$ cat config.mk
export PLATFORM = sky130hd
export DESIGN_NAME = cook_timer
export DESIGN_NICKNAME = d
export VERILOG_FILES = /design/src/rtl/cook_timer.sv
export SDC_FILE = /design/constraint.sdc
export NUM_CORES = 1
export LEC_CHECK = 0
export ABC_AREA = 1
export BUFFER_PORTS_ARGS = -buffer_cell sky130_fd_sc_hd__buf_2
export CAP_MARGIN = 20
export CORE_MARGIN = 2
export CORE_UTILIZATION = 39
export DETAILED_ROUTE_END_ITERATION = 6
export PLACE_DENSITY = 0.61
export SYNTH_ARGS = -nofsm -noshare
export SYNTH_HDL_FRONTEND = slang
export SYNTH_SLANG_ARGS = --single-unit
$ cat constraint.sdc
create_clock -name clk -period 2.8 [get_ports clk]
set_clock_uncertainty 0.2 [all_clocks]
set_input_delay 0.42 -clock clk [delete_from_list [all_inputs] [get_ports clk]]
set_output_delay 0.42 -clock clk [all_outputs]
set_load 0.1 [all_outputs]
$ cat src/rtl/cook_timer.sv
// Microwave cook timer: BCD MM:SS keypad entry, prescaled countdown, done flag and strobe.
// Optional feature: define COOK_TIMER_ADD30_EN to add the add30 (+30 s) strobe input.
module cook_timer #(
    parameter int TICKS_PER_SEC = 100
) (
    input  logic       clk,
    input  logic       rst,
    input  logic       clearn,
    input  logic       key_valid,
    input  logic [3:0] key_digit,
    input  logic       mag_on,
`ifdef COOK_TIMER_ADD30_EN
    input  logic       add30,
`endif
    output logic [3:0] min_tens,
    output logic [3:0] min_ones,
    output logic [3:0] sec_tens,
    output logic [3:0] sec_ones,
    output logic       timer_done,
    output logic       done_pulse
);

    localparam logic [15:0] LAST_TICK = 16'(TICKS_PER_SEC - 1);

    logic [15:0] presc;
    logic [15:0] presc_next;
    logic        time_nz;
    logic        counting;
    logic        wrap;
    logic        entry;
    logic        do_add;
    logic [3:0]  d_mt, d_mo, d_st, d_so;
    logic [3:0]  a_mt, a_mo, a_st, a_so;
    logic [4:0]  st_sum;
    logic [3:0]  n_mt, n_mo, n_st, n_so;
    logic        dec_zero;
    logic        pulse_next;

`ifdef COOK_TIMER_ADD30_EN
    assign do_add = add30;
`else
    assign do_add = 1'b0;
`endif

    always_comb begin
        time_nz  = |{min_tens, min_ones, sec_tens, sec_ones};
        counting = mag_on && time_nz;
        wrap     = counting && (presc == LAST_TICK);
        entry    = key_valid && !mag_on && (key_digit <= 4'd9);

        // Prescaler keeps its partial second while paused and rests at 0 once at 00:00.
        presc_next = presc;
        if (!time_nz)
            presc_next = '0;
        else if (counting)
            presc_next = wrap ? '0 : presc + 16'd1;

        // One-second BCD decrement; minutes never underflow because time is nonzero on a wrap.
        d_mt = min_tens;
        d_mo = min_ones;
        d_st = sec_tens;
        d_so = sec_ones;
        if (sec_ones != 4'd0) begin
            d_so = sec_ones - 4'd1;
        end else begin
            d_so = 4'd9;
            if (sec_tens != 4'd0) begin
                d_st = sec_tens - 4'd1;
            end else begin
                d_st = 4'd5;
                if (min_ones != 4'd0) begin
                    d_mo = min_ones - 4'd1;
                end else begin
                    d_mo = 4'd9;
                    d_mt = min_tens - 4'd1;
                end
            end
        end
        dec_zero = ({d_mt, d_mo, d_st, d_so} == 16'h0000);

        // +30 s with carry into minutes, saturating at 99:59.
        a_mt   = min_tens;
        a_mo   = min_ones;
        a_so   = sec_ones;
        st_sum = {1'b0, sec_tens} + 5'd3;
        a_st   = st_sum[3:0];
        if (st_sum > 5'd5) begin
            a_st = 4'(st_sum - 5'd6);
            if (min_ones != 4'd9) begin
                a_mo = min_ones + 4'd1;
            end else if (min_tens != 4'd9) begin
                a_mo = 4'd0;
                a_mt = min_tens + 4'd1;
            end else begin
                a_mt = 4'd9;
                a_mo = 4'd9;
                a_st = 4'd5;
                a_so = 4'd9;
            end
        end

        n_mt = min_tens;
        n_mo = min_ones;
        n_st = sec_tens;
        n_so = sec_ones;
        pulse_next = 1'b0;
        if (do_add) begin
            n_mt = a_mt;
            n_mo = a_mo;
            n_st = a_st;
            n_so = a_so;
        end else if (wrap) begin
            n_mt = d_mt;
            n_mo = d_mo;
            n_st = d_st;
            n_so = d_so;
            pulse_next = dec_zero;
        end else if (entry) begin
            n_mt = min_ones;
            n_mo = sec_tens;
            n_st = sec_ones;
            n_so = key_digit;
        end
    end

    always_ff @(posedge clk) begin
        if (rst || !clearn) begin
            min_tens   <= '0;
            min_ones   <= '0;
            sec_tens   <= '0;
            sec_ones   <= '0;
            presc      <= '0;
            timer_done <= 1'b1;
            done_pulse <= 1'b0;
        end else begin
            min_tens   <= n_mt;
            min_ones   <= n_mo;
            sec_tens   <= n_st;
            sec_ones   <= n_so;
            presc      <= presc_next;
            timer_done <= ({n_mt, n_mo, n_st, n_so} == 16'h0000);
            done_pulse <= pulse_next;
        end
    end

endmodule

==> impl_metrics.tcl <==
set metrics [dict create \
    ys_async_sr_fraction_pct 0 \
    multi_input_comb_area_um2 1490 \
    diodes 0 \
    worst_setup_path_start_kind "flop" \
    finalMaxSlewViolations 0 \
    area_delta_synth_final_pct 11.5 \
    critPathArrivalTime_ps 2250 \
    cts_made_buffers 5 \
    gp_congestion 0.834 \
    tns_ps 0 \
    grt_pass1_wl_um 10200 \
    clock_latency_ps 280 \
    routed_via_density 5.00 \
    drc 0 \
    ios 27 \
    leakagePower_nw 1.18 \
    max_freq_mhz 438 \
    first_iter_violations 213 \
    synth_edf_count 0 \
    start_util_pct 40.5 \
    fillCellCount 667 \
    cts-root-buf "clkbuf_8" \
    clk_path_buf_depth 2 \
    grt_pass1_vias 2222 \
    ys_ff_latch 34 \
    p_total_mw 1.02 \
    stdcell_area_um2 2690 \
    hold_viol_final 0 \
    rsz0062_at_grt "false" \
    min_period_ps 2280 \
    status "completed" \
    setup_viol 0 \
    routed_wl_um 6010 \
    dr.pass1.iters 4 \
    clkTransAtPathRegs_ps 70 \
    fin_crit_sh_pct 81.5 \
    max_cap_violations 0 \
    end_kind "flop" \
    placed_cell_area_um2 2580 \
    worstPathRequired_ps 2770 \
    ctsResizeCount 0 \
    synth_nets 408 \
    worst-path-max-fanout 14 \
    relSlewSlack_pct 65.1 \
    synth_area_um2 2410 \
    holdBufCountCts 0 \
    worstSetupPathType "flop to flop" \
    synth_area_leaders "dfxtp_1, nand2_1, nor2_1" \
    routedWlPerCell_um 12.1 \
    final_nets 434 \
    portBuffers 26 \
    antenna_found_initial 0 \
    die-area_um2 6820 \
    hold_path.class "primary input to flop" \
    yosysWarnings 0 \
    cts_num_sinks 34 \
    core_area_um2 5960 \
    seq_area_um2 681 \
    antenna_left 0 \
    power_density_nw_per_um2 379 \
    grt.overflow.total 0 \
    rows 28 \
    gr-usage-all-layers_pct 19.2 \
    grt_max_degree 32 \
    ys.flop_type "dfxtp_1" \
    synth_common_cells "nand2_1, nor2_1, inv_1, dfxtp_1, a21oi_1" \
    synth_top_area_share_pct 28.2 \
    yosysSeqAreaShare_pct 28.2 \
    yosys.area.top_type "dfxtp_1" \
    dieWidth_um 82.6 \
    avgSynthCellArea_um2 6.09 \
    ir_drop_uv 229 \
    postCtsSetupBuffers 0 \
    netlist_instances 396 \
    cts_tree "done" \
    vias 2488 \
    synth_cell_type_count 34 \
    yosysMostFrequentCell "nand2_1" \
    layout-drive-gt1-share_pct 16.5 \
    die_y_um 82.6 \
    tightest_slew_ps 523 \
    hpwl_um 4600 \
    h-tree-depth 2 \
]
## final timing paths
kind	from	to	slack (ps)	depth (start not counted)
setup / recovery	min_tens[0]$_SDFF_PP0_	timer_done$_SDFF_PP1_	520	14
hold / removal	rst	timer_done$_SDFF_PP1_	200	3
setup reg to reg	min_tens[0]$_SDFF_PP0_	timer_done$_SDFF_PP1_	520	14
hold reg to reg	presc[0]$_SDFFE_PP0P_	presc[0]$_SDFFE_PP0P_	300	2
## flip-flops by register name, summed over array words and instances, names as in the netlist
signal,flops
min_tens,4
timer_done,1
presc,16
done_pulse,1
min_ones,4
sec_ones,4
sec_tens,4
## layout by cell type (no fill, tap or decap), drive strengths merged
master  instances
o22ai           1
a21oi          29
nand3          20
buf            27
o21ai          27
nor4            4
nand4           9
clkbuf          8
ha              3
nor3           10
dfxtp          34
nor3b           1
nand2         141
or2             1
inv            47
nand3b          2
xor2            2
a211oi          2
nor2           55
## report_power, final
| group | internal, mW | switching, mW | total [mW] |
|---|---|---|---|
| combinational | 0.0270 | 0.0734 | 0.100 |
| clock | 0.249 | 0.183 | 0.431 |
| sequential | 0.486 | 0.00225 | 0.488 |
## metrics by stage
| step | hold slack, ps | cells | setup slack, ps | util, % |
|---|---|---|---|---|
| floorplan | 262 | 396 | 172 | - |
| global placement | 284 | 490 | 621 | 43.3 |
| detailed placement | 295 | 490 | 541 | 43.3 |
| CTS | 192 | 498 | 523 | 45.1 |
| global route | 210 | 498 | 299 | 45.1 |
| finish | 201 | 498 | 517 | 45.1 |
## area by class of cell
class                      count  area share [%]
sequential                    34            25.3
inverter                      47            6.56
timing repair buffer          27            5.12
tap                           75            3.49
multi-input combinational    307            55.4
clock buffer                   8            4.10
## worst max-delay path, stage by stage, from the launching register on
cell and delay (ps):
dfxtp_1 400, inv_1 100, ha_1 200, nand2_1 60, nor2_1 70, nand2_4 110, nand2_4 120, nor2_4 430
nand2_1 150, nand2_1 90, nor2_1 50, nand2_1 50, nor2_1 30, nand2_1 50, nand2_1 40
## cells by family (layout without fill, tap and decap cells)
kind of cell	Yosys count	after routing	share of synthesized area (%)
and+or+nand+nor	243	243	46.8
AOI/OAI and AO/OA	59	59	12.7
buffers and inverters	55	82	9.97
DFF	34	34	28.2
adders and majority gates	3	3	1.56
xor gates and xnor gates	2	2	0.727
## metal layers
metal	part of all wire, %	GRT usage, %	wire length (um)	up-vias
li1	-	-	-	1325
met2	41	29.2	2470	69
met5	0	0	0	-
met4	0.83	3.93	50	0
met1	53	28.5	3160	1089
met3	5.4	3.26	326	5
Power figures use the tool's default switching activity.
